**config.mk**
```make
export PLATFORM = sky130hd
export DESIGN_NAME = bids22_bidder_agent
export DESIGN_NICKNAME = d
export VERILOG_FILES = /design/src/rtl/bids22_pkg.sv /design/src/rtl/bids22_bid_calc.sv /design/src/rtl/bids22_bidder_agent.sv
export SDC_FILE = /design/constraint.sdc
export NUM_CORES = 1
export LEC_CHECK = 0
export BUFFER_PORTS_ARGS = -buffer_cell sky130_fd_sc_hd__buf_2
export CORE_MARGIN = 8
export CORE_UTILIZATION = 40
export CTS_BUF_LIST = sky130_fd_sc_hd__clkbuf_4 sky130_fd_sc_hd__clkbuf_8
export CTS_CLUSTER_SIZE = 10
export DETAILED_ROUTE_END_ITERATION = 8
export GPL_TIMING_DRIVEN = 0
export PLACE_DENSITY = 0.62
export SLEW_MARGIN = 5
export SYNTH_ARGS = -nofsm -noshare
export SYNTH_HDL_FRONTEND = slang
export SYNTH_SLANG_ARGS = --single-unit
```
**constraint.sdc**
```tcl
create_clock -name clk -period 4.1 [get_ports clk]
set_input_delay 0.205 -clock clk [delete_from_list [all_inputs] [get_ports clk]]
set_output_delay 0.205 -clock clk [all_outputs]
set_load 0.005 [all_outputs]
```
**src/rtl/bids22_pkg.sv**
```systemverilog
// Shared types and widths for the bids22 auction bidder side.
// Holds the auction error codes, the agent state encoding and the bid/balance widths.
package bids22_pkg;

  localparam int BIDS22_BID_W = 16;
  localparam int BIDS22_BAL_W = 32;

  typedef enum logic [1:0] {
    ERR_NONE     = 2'b00,
    ERR_FUNDS    = 2'b01,
    ERR_LOW      = 2'b10,
    ERR_INACTIVE = 2'b11
  } bids22_err_e;

  typedef enum logic [2:0] {
    ST_IDLE,
    ST_EVAL,
    ST_BID,
    ST_WAIT,
    ST_LEAD,
    ST_STOP
  } bids22_agent_state_e;

endpackage

```
**src/rtl/bids22_bid_calc.sv**
```systemverilog
// Next bid amount: min(maxBid + max(step,1), limit), summed at 33 bits; purely combinational.
// give_up flags a limit already reached or an amount the balance cannot cover.
module bids22_bid_calc
  import bids22_pkg::*;
(
  input  logic [BIDS22_BAL_W-1:0] maxBid,
  input  logic [BIDS22_BID_W-1:0] bid_step,
  input  logic [BIDS22_BID_W-1:0] bid_limit,
  input  logic [BIDS22_BAL_W-1:0] balance,
  output logic [BIDS22_BID_W-1:0] amt,
  output logic                    give_up
);

  logic [BIDS22_BID_W-1:0] step_eff;
  logic [BIDS22_BAL_W:0]   sum;

  always_comb begin
    step_eff = (bid_step == '0) ? 16'd1 : bid_step;
    sum      = {1'b0, maxBid} + 33'(step_eff);
    amt      = (sum > 33'(bid_limit)) ? bid_limit : sum[BIDS22_BID_W-1:0];
    give_up  = (maxBid >= 32'(bid_limit)) || (32'(amt) > balance);
  end

endmodule

```
**src/rtl/bids22_bidder_agent.sv**
```systemverilog
// Autonomous bidder for one bids22 port; bid pulses two edges after agent_en is seen, outputs registered.
// No backpressure: waits TIMEOUT edges for ack/err; BIDS22_AGENT_STATS_EN adds bid_count/win_count.
module bids22_bidder_agent
  import bids22_pkg::*;
#(
  parameter int TIMEOUT = 8
) (
  input  logic                    clk,
  input  logic                    reset_n,
  input  logic                    agent_en,
  input  logic [BIDS22_BID_W-1:0] bid_limit,
  input  logic [BIDS22_BID_W-1:0] bid_step,
  input  logic                    retract_req,
  input  logic                    ack,
  input  logic [1:0]              err,
  input  logic                    win,
  input  logic                    roundOver,
  input  logic [BIDS22_BAL_W-1:0] maxBid,
  input  logic [BIDS22_BAL_W-1:0] balance,
  output logic                    bid,
  output logic [BIDS22_BID_W-1:0] bidAmt,
  output logic                    retract,
  output logic                    leading,
  output logic                    won,
  output logic                    busy,
  output logic                    timeout_err
`ifdef BIDS22_AGENT_STATS_EN
  ,
  output logic [BIDS22_BID_W-1:0] bid_count,
  output logic [BIDS22_BID_W-1:0] win_count
`endif
);

  localparam logic [15:0] TO_LAST = 16'(TIMEOUT - 1);

  bids22_agent_state_e     state, state_d;
  bids22_err_e             err_code;
  logic [BIDS22_BID_W-1:0] amt, amt_q, lead_amt;
  logic [15:0]             timer;
  logic                    give_up;
  logic                    latch_amt, set_lead, inc_timer, retract_c, timeout_c, cap_won;

  assign err_code = bids22_err_e'(err);

  bids22_bid_calc u_calc (
    .maxBid    (maxBid),
    .bid_step  (bid_step),
    .bid_limit (bid_limit),
    .balance   (balance),
    .amt       (amt),
    .give_up   (give_up)
  );

  always_ff @(posedge clk or negedge reset_n) begin
    if (!reset_n) state <= ST_IDLE;
    else          state <= state_d;
  end

  // End of round outranks the enable; both discard whatever the state was doing.
  always_comb begin
    state_d   = state;
    latch_amt = 1'b0;
    set_lead  = 1'b0;
    inc_timer = 1'b0;
    retract_c = 1'b0;
    timeout_c = 1'b0;
    cap_won   = 1'b0;
    if (roundOver && state != ST_IDLE) begin
      cap_won = 1'b1;
      state_d = ST_IDLE;
    end else if (!agent_en) begin
      state_d = ST_IDLE;
    end else begin
      case (state)
        ST_IDLE: state_d = ST_EVAL;
        ST_EVAL: begin
          if (give_up) state_d = ST_STOP;
          else begin
            latch_amt = 1'b1;
            state_d   = ST_BID;
          end
        end
        ST_BID:  state_d = ST_WAIT;
        ST_WAIT: begin
          if (err_code == ERR_FUNDS || err_code == ERR_INACTIVE) state_d = ST_STOP;
          else if (err_code == ERR_LOW) state_d = ST_EVAL;
          else if (ack) begin
            set_lead = 1'b1;
            state_d  = ST_LEAD;
          end else if (timer == TO_LAST) begin
            timeout_c = 1'b1;
            state_d   = ST_EVAL;
          end else inc_timer = 1'b1;
        end
        ST_LEAD: begin
          if (maxBid > 32'(lead_amt)) state_d = ST_EVAL;
          else if (retract_req) begin
            retract_c = 1'b1;
            state_d   = ST_STOP;
          end
        end
        ST_STOP: state_d = ST_STOP;
        default: state_d = ST_IDLE;
      endcase
    end
  end

  always_ff @(posedge clk or negedge reset_n) begin
    if (!reset_n) begin
      amt_q       <= '0;
      lead_amt    <= '0;
      timer       <= '0;
      bid         <= 1'b0;
      bidAmt      <= '0;
      retract     <= 1'b0;
      leading     <= 1'b0;
      won         <= 1'b0;
      busy        <= 1'b0;
      timeout_err <= 1'b0;
    end else begin
      if (latch_amt) amt_q <= amt;
      if (set_lead)  lead_amt <= amt_q;
      if (state == ST_BID) timer <= '0;
      else if (inc_timer)  timer <= timer + 16'd1;
      bid         <= latch_amt;
      bidAmt      <= latch_amt ? amt : '0;
      retract     <= retract_c;
      leading     <= (state_d == ST_LEAD);
      busy        <= (state_d != ST_IDLE);
      timeout_err <= timeout_c;
      if (cap_won) won <= win;
      else if (state_d == ST_EVAL && state != ST_EVAL) won <= 1'b0;
    end
  end

`ifdef BIDS22_AGENT_STATS_EN
  always_ff @(posedge clk or negedge reset_n) begin
    if (!reset_n) begin
      bid_count <= '0;
      win_count <= '0;
    end else begin
      if (set_lead && bid_count != 16'hFFFF) bid_count <= bid_count + 16'd1;
      if (roundOver && win && win_count != 16'hFFFF) win_count <= win_count + 16'd1;
    end
  end
`endif

endmodule
```
# Yosys cells after proc, flatten, opt, wreduce, memory -nomap -nowiden
# Index checks and enable logic that the tools add are counted.
[word_totals]
input_bits = 105
reg_bits = 73
output_inout_bits = 22
elab_cells = 86
[op_classes]
order_cmp = 4
add_sub_neg = 2
muxes = 47
reduce_logical = 10
eq_ne = 12
[op_table]
columns = ["op", "n"]
rows = [
  ["$mux W16", 5],
  ["$add A32 B16 Y33", 1],
  ["$gt A33 B16 Y1", 1],
  ["$ge A32 B16 Y1", 1],
  ["$gt A16 B32 Y1", 1],
  ["$gt A32 B16 Y1", 1],
  ["$mux W1", 32],
  ["$mux W3", 9],
  ["$pmux W3 S6", 1],
  ["$add A16 B1 Y16 const B", 1],
  ["$eq A16 B3 Y1 const B", 1],
  ["$logic_not A16 Y1", 1],
  ["$eq A3 B3 Y1 const B", 3],
  ["$eq A3 B1 Y1 const B", 2],
  ["$eq A3 B2 Y1 const B", 2],
  ["$reduce_bool A3 Y1", 2],
  ["$eq A2 B2 Y1 const B", 2],
  ["$reduce_bool A2 Y1", 2],
  ["$logic_not A3 Y1", 1],
  ["$ne A3 B1 Y1 const B", 1],
  ["$eq A2 B1 Y1 const B", 1],
  ["$logic_and A1 B1 Y1", 2],
  ["$logic_or A1 B1 Y1", 2],
]

# Logic depth before layout (Yosys ltp)
[depth]
depth_word = 15
mapped_depth = 35
mapped_depth_nobuf = 32

# Modules after synthesis
# A second synthesis with hierarchy kept.
[hier_totals]
cells_unflattened = 704
hier_area_um2 = 6442.4
[modules_own_cells]
columns = ["module", "instances", "cells_per_inst", "seq_area_each_um2", "area_per_inst_um2"]
rows = [
  ["bids22_bidder_agent", 1, 305, 1826.8, 3577.2],
  ["bids22_bid_calc", 1, 399, 0.0, 2865.2],
]

# Worst setup path before layout
# No wires, ideal clock.
[synth_path]
kind = "in2reg"
from = "in bid_step[2]"
to = "reg amt_q[11]"
setup_ns = 0.129
path_buffers = 3
t_arrival_ns = 6.904
cell_stages = 35
slack_ns = -2.932
required_ns = 3.971
cell_sequence = "nor4_1 > a41o_1 > ha_1 > inv_1 > fa_1 > nor2b_1 > o2111ai_1 > nand3b_1 > a21o_1 > a21o_1 > a311oi_1 > xnor2_1 > ha_1 > nand4_1 > nor4_1 > a41o_1 > o31ai_1 > or4_1 > nor4_1 > nand4_1 > buf_2 > o31ai_2 > nand2_1 > ha_1 > a21o_1 > a21o_1 > a21oi_1 > o21a_1 > a221oi_1 > or4_1 > or2_2 > clkbuf_1 > clkbuf_1 > nand2_1 > nand3_1"
[synth_between]
elab_chain_cells = 11
[synth_rtl]
columns = ["item", "line", "source"]
rows = [
  ["start, declared", "bids22_bidder_agent.sv:12", "input logic [BIDS22_BID_W-1:0] bid_step,"],
  ["$logic_not A16 Y1", "bids22_bid_calc.sv:18", "step_eff = (bid_step == '0) ? 16'd1 : bid_step;"],
  ["$mux W16 *", "bids22_bid_calc.sv:18", ""],
  ["$add A32 B16 Y33 *", "bids22_bid_calc.sv:19", "sum = {1'b0, maxBid} + 33'(step_eff);"],
  ["$gt A33 B16 Y1", "bids22_bid_calc.sv:20", "amt = (sum > 33'(bid_limit)) ? bid_limit : sum[BIDS22_BID_W-1:0];"],
  ["$mux W16 *", "bids22_bid_calc.sv:20", ""],
  ["via amt[13]", "bids22_bidder_agent.sv:38", "logic [BIDS22_BID_W-1:0] amt, amt_q, lead_amt;"],
  ["$gt A16 B32 Y1 *", "bids22_bid_calc.sv:21", "give_up = (maxBid >= 32'(bid_limit)) || (32'(amt) > balance);"],
  ["$logic_or A1 B1 Y1 *", "bids22_bid_calc.sv:21", ""],
  ["$mux W1 *", "bids22_bidder_agent.sv:77", "if (give_up) state_d = ST_STOP;"],
  ["$mux W1 *", "bids22_bidder_agent.sv:74", "case (state)"],
  ["$mux W1 *", "bids22_bidder_agent.sv:71", "end else if (!agent_en) begin"],
  ["$mux W1 *", "bids22_bidder_agent.sv:68", "if (roundOver && state != ST_IDLE) begin"],
  ["end signal, assigned", "bids22_bidder_agent.sv:121", "if (latch_amt) amt_q <= amt;"],
  ["end, declared", "bids22_bidder_agent.sv:38", ""],
]
# Mark *: on every way through the listed nets, which the timed path passes. The rest lies on a longest branch.
# A chain may end at the register's enable or synchronous reset.

# Worst setup path in the final report
[layout_path]
from = "in bid_step[2]"
to = "reg amt_q[13]"
[layout_between]
elab_chain_cells = 11
[layout_rtl]
columns = ["item", "line"]
rows = [
  ["$logic_not A16 Y1", "bids22_bid_calc.sv:18"],
  ["$mux W16 *", "bids22_bid_calc.sv:18"],
  ["$add A32 B16 Y33 *", "bids22_bid_calc.sv:19"],
  ["$gt A33 B16 Y1", "bids22_bid_calc.sv:20"],
  ["$mux W16 *", "bids22_bid_calc.sv:20"],
  ["via amt[13]", "bids22_bidder_agent.sv:38"],
  ["$gt A16 B32 Y1", "bids22_bid_calc.sv:21"],
  ["$logic_or A1 B1 Y1", "bids22_bid_calc.sv:21"],
  ["$mux W1", "bids22_bidder_agent.sv:77"],
  ["$mux W1", "bids22_bidder_agent.sv:74"],
  ["$mux W1", "bids22_bidder_agent.sv:71"],
  ["$mux W1", "bids22_bidder_agent.sv:68"],
]
# Marked as above.

==> run_results.csv <==
group,metric,value,unit
run_status,status,"finished, violations left",
run_status,violations,"negative setup slack",
pwr,ir_drop,0.1406,mV
sta,clock_skew,10.19,ps
place,place_congestion,0.9018,
die,initial_core_util,0.4042,
routing,wl_per_cell,18.62,µm
die,core_area,0.01641,mm²
sta,setup_ws,-2661,ps
setup_path,cp.required,4340,ps
sta,max_freq,147.9,MHz
grt,grt_pass1_vias,6772,
sta,relSlewSlack,0.1511,
place,port_buffers,122,
yosys,ys_seq_area_frac,0.2755,
layout,n_antenna_cell,0,
routing,drt_wl_total,22180,µm
cts,clk_latency,360,ps
grt,antenna_found_initial,0,
layout,multi_input_area,0.005019,mm²
setup_path,cp-start-kind,"primary input",
setup_path,worst_path_largest_cell_delay,560,ps
yosys,async_flop_share,1.000,
sta,hold_violations,0,
cts,h-tree-depth,3,
cts,cts.path.max_buffers,2,
yosys,yosysTopAreaCell,"dfrtp_1",
yosys,synth_top_cell_area_share,0.2755,
yosys,synth_warnings,0,
routing,drc,0,
setup_path,crit_fanout,7,
setup_path,endpoint_kind,"flop",
routing,routed_via_density,5.699,
sta,period_minus_slack,6761,ps
sta,rsz0062_at_grt,"yes",
yosys,ys.flop_type,"dfrtp_1",
min_path,whs_path_depth,3,
yosys,synthCells,798,
die,die-area,0.02095,mm²
cts,tritoncts,"built",
cts,numCtsBuffers,9,
grt,grt_max_degree,68,
sta,finalCritPeriodShare,1.649,
yosys,synthesis.nets,985,
layout,n_fill_cell,1544,
yosys,synth_cell_type_count,64,
layout,layout.area.seq,0.001827,mm²
sta,setup_viol,36,
die,die_x,144.8,µm
min_path,min_path_type,"primary input to flop",
setup_path,critPathArrivalTime,7000,ps
pwr,power.total,2.011,mW
routing,firstDrtPassIters,5,
cts,cts_num_sinks,73,
yosys,synth_area_leaders,"dfrtp_1 28%, ha_1 15%, nand4_1 5.1%, nand2_1 4.6%, a21oi_1 4.4%",
cts,clockRootBuffer,"clkbuf_8",
layout,fin_util,0.5366,
routing,postRouteAntennaNets,0,
cts,clk_pin_slew,80,ps
sta,finalMaxSlewViolations,0,
grt,grt_pass1_wl,34120,µm
grt,grt.overflow.total,0,
place,post-dp-hpwl,17200,µm
layout,drive_gt1_frac,0.3234,
pwr,power.leakage,4.159,nW
routing,drt-initial-drc-count,367,
setup_path,worst_path_max_delay_cell,"or4_4",
grt,grtUsageTotal,0.2069,
flow_run,drv_cap,0,
layout,final_nets,1153,
setup_path,crit_type,"primary input to flop",
yosys,ys_ff_latch,73,
die,core.rowCount,47,
yosys,synthTopCellsByCount,"81 x ha_1, 81 x nand2_1, 73 x dfrtp_1, 59 x inv_1, 58 x a21oi_1",
routing,via_count,6787,
setup_path,reg2reg_depth,9,
setup_path,cp_common_cell,"a21o_1",
yosys,synth_edf_count,0,
die,pin_count,127,
sta,worst_pin_slew,1269,ps
pwr,p_per_area,228.4,mW/mm²
yosys,syn_area_per_cell,8.310,µm²
die,die_y,144.8,µm
layout,area_delta_synth_final,32.75,%
yosys,syn-cell-area,0.006631,mm²
## routing by layer
metal	wire length [µm]	global-route usage
met1	9355	0.2545
met2	10980	0.3577
met3	1106	0.03478
met4	696	0.06681
met5	42	0.01832
## final timing paths
kind                         endpoint   startpoint  slack, ps
max                         amt_q[13]  bid_step[2]      -2660
min                           retract  retract_req         90
max reg2reg                 timer[13]     state[0]        970
min reg2reg                  amt_q[4]     amt_q[4]        500
max in group asynchronous  bidAmt[10]      reset_n       3330
min in group asynchronous        busy      reset_n        190
## cell type report
| type | instances | share of cell area |
|---|---|---|
| clock inverters | 4 | 0.005827 |
| well taps | 220 | 0.03127 |
| multi-input cells | 618 | 0.5701 |
| clock buffers | 12 | 0.01734 |
| plain buffers | 47 | 0.03226 |
| repair buffers | 158 | 0.1106 |
| inverters | 59 | 0.02516 |
| flip-flops and latches | 73 | 0.2075 |
## sequential cells by signal, indices dropped and copies added (netlist names)
| signal | count |
|---|---|
| bid | 1 |
| retract | 1 |
| busy | 1 |
| timeout_err | 1 |
| leading | 1 |
| lead_amt | 16 |
| won | 1 |
| bidAmt | 16 |
| state | 3 |
| timer | 16 |
| amt_q | 16 |
## cells by family (layout without fill, tap and decap cells)
family / count (synthesis) / in the layout / share of synthesized area
AOI/OAI and AO/OA: 195 / 195 / 0.2076
xor gates and xnor gates: 23 / 23 / 0.03038
adders and majority gates: 82 / 82 / 0.1558
buffers and inverters: 107 / 280 / 0.06264
DFF: 73 / 73 / 0.2755
muxes: 20 / 20 / 0.03340
and+or+nand+nor: 298 / 298 / 0.2347
## stage by stage
step / setup WS, ps / instance area, µm² / hold slack [ps] / TNS, ps / cells
after CTS: -2940 / 8376 / 78.07 / -103830 / 1175
after detailed placement: -3911 / 7664 / 36.58 / -135230 / 1141
after global routing: -2929 / 8803 / 91.69 / -103410 / 1191
final: -2661 / 8803 / 90.35 / -93600 / 1191
after floorplan: -2403 / 6748 / -90.59 / -83760 / 798
after global placement: -3906 / 7634 / 468.1 / -135340 / 1140
## timing repair
item,4_1_cts,5_1_grt
gates cloned,2,1
hold buffers,1,0
pin swaps,45,43
setup buffers,16,15
gates resized for setup,78,55
setup endpoints to repair,36,36
endpoints found under the hold margin,73,0
## worst max-delay path, delay by kind of cell
kind / cells / cell delay, ps
XOR/XNOR: 1 / 190
AO/OA/AOI/OAI: 13 / 2080
adder cells (fa/ha/maj): 4 / 1030
buffers and inverters: 5 / 650
AND/OR/NAND/NOR: 13 / 2820
## where the power goes
| group | switching (mW) | leakage [nW] | internal (mW) |
|---|---|---|---|
| clock | 0.275 | 0.104 | 0.313 |
| combinational | 0.410 | 3.04 | 0.278 |
| sequential | 0.00730 | 1.02 | 0.729 |
## layout by cell type, fill, tap and decap left out, types with 11 or more instances in the layout
| cell | n |
|---|---|
| nand4_1 | 54 |
| buf_2 | 122 |
| nor4_1 | 15 |
| buf_4 | 29 |
| nand2_2 | 11 |
| inv_1 | 58 |
| o21a_1 | 13 |
| o211ai_1 | 21 |
| a21oi_2 | 21 |
| dfrtp_1 | 73 |
| nand3_1 | 23 |
| xor2_1 | 12 |
| mux2_2 | 17 |
| nand3_2 | 12 |
| nand2_1 | 62 |
| ha_1 | 75 |
| o31ai_4 | 11 |
| a21o_1 | 19 |
| o21ai_0 | 23 |
| nor2_1 | 37 |
| a21oi_1 | 38 |
| clkbuf_8 | 12 |
| clkbuf_1 | 32 |
(Power assumes the default switching activity.)
